<file path="src/rtl/imm_gen_pipe.sv">
// Pipelined RISC-V immediate generator with a two-entry (main + skid) valid/ready buffer.
// Optional CSR zimm decode is enabled by defining IMM_GEN_CSR_EN.
module imm_gen_pipe #(
   parameter int unsigned XLEN  = 32,
   parameter int unsigned TAG_W = 32
) (
   input  logic             clk,
   input  logic             rst_n,
   input  logic             flush,
   input  logic             in_valid,
   output logic             in_ready,
   input  logic [31:0]      in_instr,
   input  logic [2:0]       in_sel,
   input  logic [TAG_W-1:0] in_tag,
   output logic             out_valid,
   input  logic             out_ready,
   output logic [XLEN-1:0]  out_imm,
   output logic             out_err,
   output logic [TAG_W-1:0] out_tag
);

   logic [63:0]      imm_wide;
   logic [XLEN-1:0]  dec_imm;
   logic             dec_err;
   logic             sgn;

   logic             main_valid_q, main_valid_d;
   logic [XLEN-1:0]  main_imm_q, main_imm_d;
   logic             main_err_q, main_err_d;
   logic [TAG_W-1:0] main_tag_q, main_tag_d;
   logic             skid_valid_q, skid_valid_d;
   logic [XLEN-1:0]  skid_imm_q, skid_imm_d;
   logic             skid_err_q, skid_err_d;
   logic [TAG_W-1:0] skid_tag_q, skid_tag_d;
   logic             in_ready_q, in_ready_d;

   logic             accept;
   logic             drain;

   assign sgn = in_instr[31];

   // Decode at full 64-bit width, then keep the low XLEN bits.
   always_comb begin
      imm_wide = '0;
      dec_err  = 1'b0;
      case (in_sel)
         3'b000: imm_wide = {{52{sgn}}, in_instr[31:20]};
         3'b001: imm_wide = {{52{sgn}}, in_instr[31:25], in_instr[11:7]};
         3'b010: imm_wide = {{51{sgn}}, in_instr[31], in_instr[7], in_instr[30:25],
                             in_instr[11:8], 1'b0};
         3'b011: imm_wide = {{43{sgn}}, in_instr[31], in_instr[19:12], in_instr[20],
                             in_instr[30:21], 1'b0};
         3'b100: imm_wide = {{32{sgn}}, in_instr[31:12], 12'b0};
         3'b101: begin
            if (XLEN == 64) begin
               imm_wide = {58'b0, in_instr[25:20]};
            end else begin
               imm_wide = {59'b0, in_instr[24:20]};
               dec_err  = in_instr[25];
            end
         end
`ifdef IMM_GEN_CSR_EN
         3'b110: imm_wide = {59'b0, in_instr[19:15]};
`endif
         default: begin
            imm_wide = '0;
            dec_err  = 1'b1;
         end
      endcase
   end

   assign dec_imm = imm_wide[XLEN-1:0];

   if (XLEN < 64) begin : g_unused_hi
      logic unused_hi;
      assign unused_hi = ^imm_wide[63:XLEN];
   end

   logic unused_opcode;
   assign unused_opcode = ^in_instr[6:0];

   assign accept = in_valid & in_ready_q;
   assign drain  = main_valid_q & out_ready;

   always_comb begin
      main_valid_d = main_valid_q;
      main_imm_d   = main_imm_q;
      main_err_d   = main_err_q;
      main_tag_d   = main_tag_q;
      skid_valid_d = skid_valid_q;
      skid_imm_d   = skid_imm_q;
      skid_err_d   = skid_err_q;
      skid_tag_d   = skid_tag_q;

      if (flush) begin
         main_valid_d = 1'b0;
         skid_valid_d = 1'b0;
      end else if (drain) begin
         if (skid_valid_q) begin
            main_imm_d   = skid_imm_q;
            main_err_d   = skid_err_q;
            main_tag_d   = skid_tag_q;
            skid_valid_d = 1'b0;
         end else if (accept) begin
            main_imm_d = dec_imm;
            main_err_d = dec_err;
            main_tag_d = in_tag;
         end else begin
            main_valid_d = 1'b0;
         end
      end else if (accept) begin
         if (!main_valid_q) begin
            main_valid_d = 1'b1;
            main_imm_d   = dec_imm;
            main_err_d   = dec_err;
            main_tag_d   = in_tag;
         end else begin
            skid_valid_d = 1'b1;
            skid_imm_d   = dec_imm;
            skid_err_d   = dec_err;
            skid_tag_d   = in_tag;
         end
      end

      in_ready_d = ~skid_valid_d;
   end

   always_ff @(posedge clk or negedge rst_n) begin
      if (!rst_n) begin
         main_valid_q <= 1'b0;
         main_imm_q   <= '0;
         main_err_q   <= 1'b0;
         main_tag_q   <= '0;
         skid_valid_q <= 1'b0;
         skid_imm_q   <= '0;
         skid_err_q   <= 1'b0;
         skid_tag_q   <= '0;
         in_ready_q   <= 1'b1;
      end else begin
         main_valid_q <= main_valid_d;
         main_imm_q   <= main_imm_d;
         main_err_q   <= main_err_d;
         main_tag_q   <= main_tag_d;
         skid_valid_q <= skid_valid_d;
         skid_imm_q   <= skid_imm_d;
         skid_err_q   <= skid_err_d;
         skid_tag_q   <= skid_tag_d;
         in_ready_q   <= in_ready_d;
      end
   end

   assign in_ready  = in_ready_q;
   assign out_valid = main_valid_q;
   assign out_imm   = main_imm_q;
   assign out_err   = main_err_q;
   assign out_tag   = main_tag_q;

endmodule
</file>
<file path="config.mk">
export PLATFORM = sky130hd
export DESIGN_NAME = imm_gen_pipe
export DESIGN_NICKNAME = d
export VERILOG_FILES = /design/src/rtl/imm_gen_pipe.sv
export SDC_FILE = /design/constraint.sdc
export NUM_CORES = 1
export LEC_CHECK = 0
export CAP_MARGIN = 20
export CORE_UTILIZATION = 25
export DETAILED_ROUTE_END_ITERATION = 10
export PLACE_DENSITY_LB_ADDON = 0.05
export SLEW_MARGIN = 30
export SYNTH_ARGS = -nofsm -noshare
export SYNTH_HDL_FRONTEND = slang
export SYNTH_SLANG_ARGS = --single-unit
</file>
<file path="constraint.sdc">
create_clock -name clk -period 2.1 [get_ports clk]
set_input_delay 0.315 -clock clk [delete_from_list [all_inputs] [get_ports clk]]
set_output_delay 0.315 -clock clk [all_outputs]
set_load 0.05 [all_outputs]
</file>
* Word-level counts from Yosys, hierarchy flattened
Cells that the tools add are included.
W data, S select, Z words.
** Operators by class
- Add/sub/neg operators :: 0
- Div/mod/pow operators :: 0
- Magnitude comparators :: 0
- Reductions and logical operators :: 8
- Multiplexer cells :: 26
- Multipliers :: 0
- Equality and inequality tests :: 8
- Bitwise operators :: 5
- Shifts and indexed selects :: 0
** Operator list (number)
- $mux W32 :: 10
- $pmux W32 S6 :: 1
- $mux W1 :: 14
- $reduce_and A4 Y1 :: 2
- $eq A3 B2 Y1 const B :: 2
- $eq A3 B3 Y1 const B :: 2
- $ne A3 B3 Y1 const B :: 2
- $reduce_or A5 Y1 :: 1
- $reduce_bool A2 Y1 :: 2
- $eq A3 B1 Y1 const B :: 1
- $logic_not A3 Y1 :: 1
- $not A1 Y1 :: 3
- $reduce_and A3 Y1 :: 1
- $reduce_bool A3 Y1 :: 1
- $and A1 B1 Y1 :: 2
- $ne A2 B1 Y1 const B :: 1
- $pmux W1 S2 :: 1
** Storage, ports and cells
- Latch bits :: 0
- Register bits :: 133
- Bits of input ports :: 72
- ROM bits :: 0
- Memories kept :: 0
- Bits in writable memories :: 0
- Word-level logic and storage cells :: 56

* Depth between registers and ports, before layout
- Depth after elaboration :: 6
- Depth in mapped cells :: 7

* Worst setup path before layout
Ideal clock, no wire load.
- Path type :: reg2reg
- Start :: register main_valid_q, in the netlist out_valid
- End :: register main_imm_q[20], in the netlist out_imm[20]
- Stages on the path, launching flop included :: 5
- Arrival time :: 1.845 ns
- Setup time :: 0.125 ns
- Data required time :: 1.975 ns
- Period minus slack after synthesis :: 1.969 ns
- Setup slack :: 0.131 ns
- Cell sequence :: dfrtp_1 -> nand2_1 -> a211oi_4 -> buf_4 -> mux2_2
** Between the ends
- Cells in the longest elaborated chain, start to end :: 3
- Elaborated cells between the ends (all ways) :: 5
- Those cells by class :: 1 x eq/ne; 1 x mux; 1 x bitwise; 2 x reduce/logical
** RTL lines
- from (decl) :: line 27 : logic main_valid_q, main_valid_d;
- from (signal assigned) :: line 140 : main_valid_q <= main_valid_d;
- $and A1 B1 Y1 :: line 83 : assign drain = main_valid_q & out_ready;
- $ne A2 B1 Y1 (no line) / $reduce_bool A2 Y1 (equally long branches)
- $reduce_and A4 Y1 (no line)
- to (signal assigned) :: line 141 : main_imm_q <= main_imm_d;
- to (decl) :: line 28 : logic [XLEN-1:0] main_imm_q, main_imm_d;
Parallel ways exist; a longest one is shown, timed or not.
A chain may end at the register's enable or synchronous reset.

* Final worst setup path
- Start :: register in_ready_q, in the netlist in_ready
- End :: output in_ready
** RTL lines
- from (decl) :: line 35 : logic in_ready_q, in_ready_d;
- from (signal assigned) :: line 148 : in_ready_q <= in_ready_d;
- to (decl) :: line 11 : output logic in_ready,
No word-level cell between the ends.

==> impl_metrics.yaml <==
finish:
  antenna_cells: 0
  multi_input_area_sq_um: 2440
  nets: 877
  drive_gt1_frac: 0.104
  fillCellCount: 2372
  finalNonFillerCells: 1137
  area_growth_pct: 41.7
  area.sequential_sq_um: 3330
synthesis:
  ys_ff_latch: 133
  syn_area_per_cell_sq_um: 8.81
  ys.warnings.count: 0
  postSynthCellCount: 679
  synth.yosys.seq_area_share: 0.556
  synth-edff-count: 0
  async_flop_share: 1.00
  ys_types: 33
  synth_nets: 751
  netlist_area_sq_um: 5980
  synth_flop_cell: "dfrtp_1"
global_route:
  antenna_found_initial: 0
  grt_pass1_wl_mm: 28.8
  grt_overflow: 0
  grt_pass1_vias: 5323
  grt_usage: 0.155
  grt_start_max_net_pins: 85
floorplan:
  start_util: 0.255
  dieArea_sq_um: 24600
  core_sq_um: 23500
  io_pins: 139
  die_x_um: 157
  die_h_um: 157
  row_count: 56
sta:
  report.final.slew_viol_count: 0
  post-route-min-period_ns: 2.05
  tns_ns: 0
  hold_viol: 0
  post-route-period-util: 0.975
  worst_pin_slew_ns: 0.659
  rsz0062_at_grt: "false"
  setup_viol: 0
  max-slew-margin-rel: 0.559
  fin_skew_ns: 0.00830
  max_freq_mhz: 488
placed_design:
  dp_hpwl_mm: 11.5
  portBuffers: 131
  post-place-cells: 1104
  place.gp.congestion: 0.717
worst_setup_path:
  worstPathArrival_ns: 1.73
  critPathBufInv: 1
  worstPathCellList: "clkdlybuf4s50_1"
  cp_slowest_cell: "clkdlybuf4s50_1"
  path_class: "flip-flop to output pin"
  worstPathRequired_ns: 1.78
  startpoint_type: "flip-flop"
  crit_fanout: 2
  critical-path-top-delay-family: "buffers and inverters"
  slowest_delay_ns: 0.79
  end_kind: "output pin"
routing:
  drtIter0Drc: 264
  drtAntennaViolNets: 0
  drtPass1Iterations: 4
  drc_errors: 0
  via_per_inst: 4.59
  vias: 5221
  wirelength_mm: 18.1
  routedWlPerCell_um: 15.9
cts:
  post_cts_resized: 0
  cts.sinks: 133
  clk_latency_ns: 0.41
  tritoncts: "built"
  clkTransAtPathRegs_ns: 0.06
  h-tree-depth: 4
  cts_buffer_depth: 2
  cts-root-buf: "clkbuf_16"
  cts_made_buffers: 17
pwr:
  leakage_nw: 3.71
  ir_drop_uv: 428
  pwr_density_cell_nw_per_um2: 1050
job:
  max_cap_violations: 0
hold_path:
  hold_path_class: "input port to async pin"
run_status:
  status: "finished clean"
## repair_timing
action	4_1_cts	5_1_grt
hold buffers	1	0
setup buffers	0	0
hold endpoints to repair	39	0
## metrics by stage
stage,utilization,instance area (sq um),power (mW),worst slack (ns),hold WS [ns]
2_1_floorplan,-,5980,4.71,0.131,0.0194
3_3_place_gp,0.333,7810,5.59,-0.0230,0.279
3_5_place_dp,0.333,7810,5.63,-0.0718,0.287
4_1_cts,0.361,8480,9.04,0.0216,0.408
5_1_grt,0.361,8480,9.36,0.00745,0.421
6_report,0.361,8480,8.89,0.0522,0.400
## worst paths after layout
| path | cells after the start | start | slack (ns) | to |
|---|---|---|---|---|
| setup / recovery | 1 | in_ready$_DFF_PN1_ | 0.05 | in_ready |
| hold / removal | 2 | rst_n | 0.40 | out_imm[8]$_DFFE_PN0P_ |
| setup reg to reg | 5 | in_ready$_DFF_PN1_ | 0.17 | out_imm[17]$_DFFE_PN0P_ |
| hold reg to reg | 2 | skid_tag_q[17]$_DFFE_PN0P_ | 0.47 | skid_tag_q[17]$_DFFE_PN0P_ |
| max in group asynchronous | 3 | rst_n | 1.07 | skid_tag_q[12]$_DFFE_PN0P_ |
| min in group clk | 3 | in_tag[15] | 0.47 | skid_tag_q[15]$_DFFE_PN0P_ |
## cell usage in the layout (no fill, tap or decap), types with 2 or more instances in the layout
cell type,count
bufinv_16,5
o21a_1,8
dfrtp_1,132
mux2_2,20
a22oi_1,4
clkinvlp_4,2
clkdlybuf4s50_1,130
clkinv_4,3
o31ai_1,3
nand3_1,16
nor3b_1,2
o211ai_1,8
o21ai_0,33
clkbuf_16,17
clkbuf_8,2
and3_1,10
o21ai_1,4
clkinv_2,2
buf_4,16
inv_1,3
nor2_1,51
nand2_1,224
a31oi_1,44
nor2b_1,4
a21oi_1,46
buf_12,10
## flip-flops by register name, indices dropped and copies added (netlist names)
name          count
out_imm          32
out_tag          32
skid_imm_q       32
skid_tag_q       32
in_ready          1
out_err           1
out_valid         1
skid_err_q        1
skid_valid_q      1
## cells in the mapped netlist (all sizes together) (2+ instances only)
master / instances / area share
nor3b: 3 / 0.0046
a21oi: 46 / 0.038
o21ai: 37 / 0.031
o31ai: 3 / 0.0038
mux2: 20 / 0.038
or3: 2 / 0.0021
and3: 11 / 0.011
inv: 3 / 0.0019
nand3: 17 / 0.014
dfrtp: 132 / 0.55
nor3: 2 / 0.0017
o21a: 8 / 0.010
o211ai: 8 / 0.010
nor2b: 4 / 0.0042
buf: 25 / 0.020
nand2: 224 / 0.14
a22oi: 4 / 0.0050
a31oi: 44 / 0.046
nor2: 51 / 0.032
clkbuf: 26 / 0.016
## power by group
part / leakage [nW] / switching, mW / internal, mW / total [mW]
registers: 1.64 / 0.271 / 3.06 / 3.33
logic: 1.76 / 1.40 / 0.822 / 2.22
clock network: 0.316 / 1.16 / 2.17 / 3.33
## layout make-up
type / count / area share
sequential: 133 / 0.393
multi-input combinational: 492 / 0.288
timing repair buffer: 158 / 0.194
clock buffer: 20 / 0.0539
tap: 319 / 0.0471
clock inverter: 12 / 0.0238
inverter: 3 / 0.00133
## cell families (layout without fill, tap and decap cells)
family,Yosys count,in the layout,share of synthesized area
AND/OR/NAND/NOR,318,318,0.216
multiplexers,21,21,0.0393
buffers and inverters,54,193,0.0383
AO/OA/AOI/OAI,153,153,0.151
flip-flops,133,133,0.556
## per-layer routing
metal	global-route usage	routed length, um	up-vias
met5	0	0	-
met3	0.0352	818	16
met4	0.0556	216	0
li1	-	-	2542
met2	0.256	8600	127
met1	0.196	8460	2536
No activity file was read; power rests on OpenSTA's default activity.
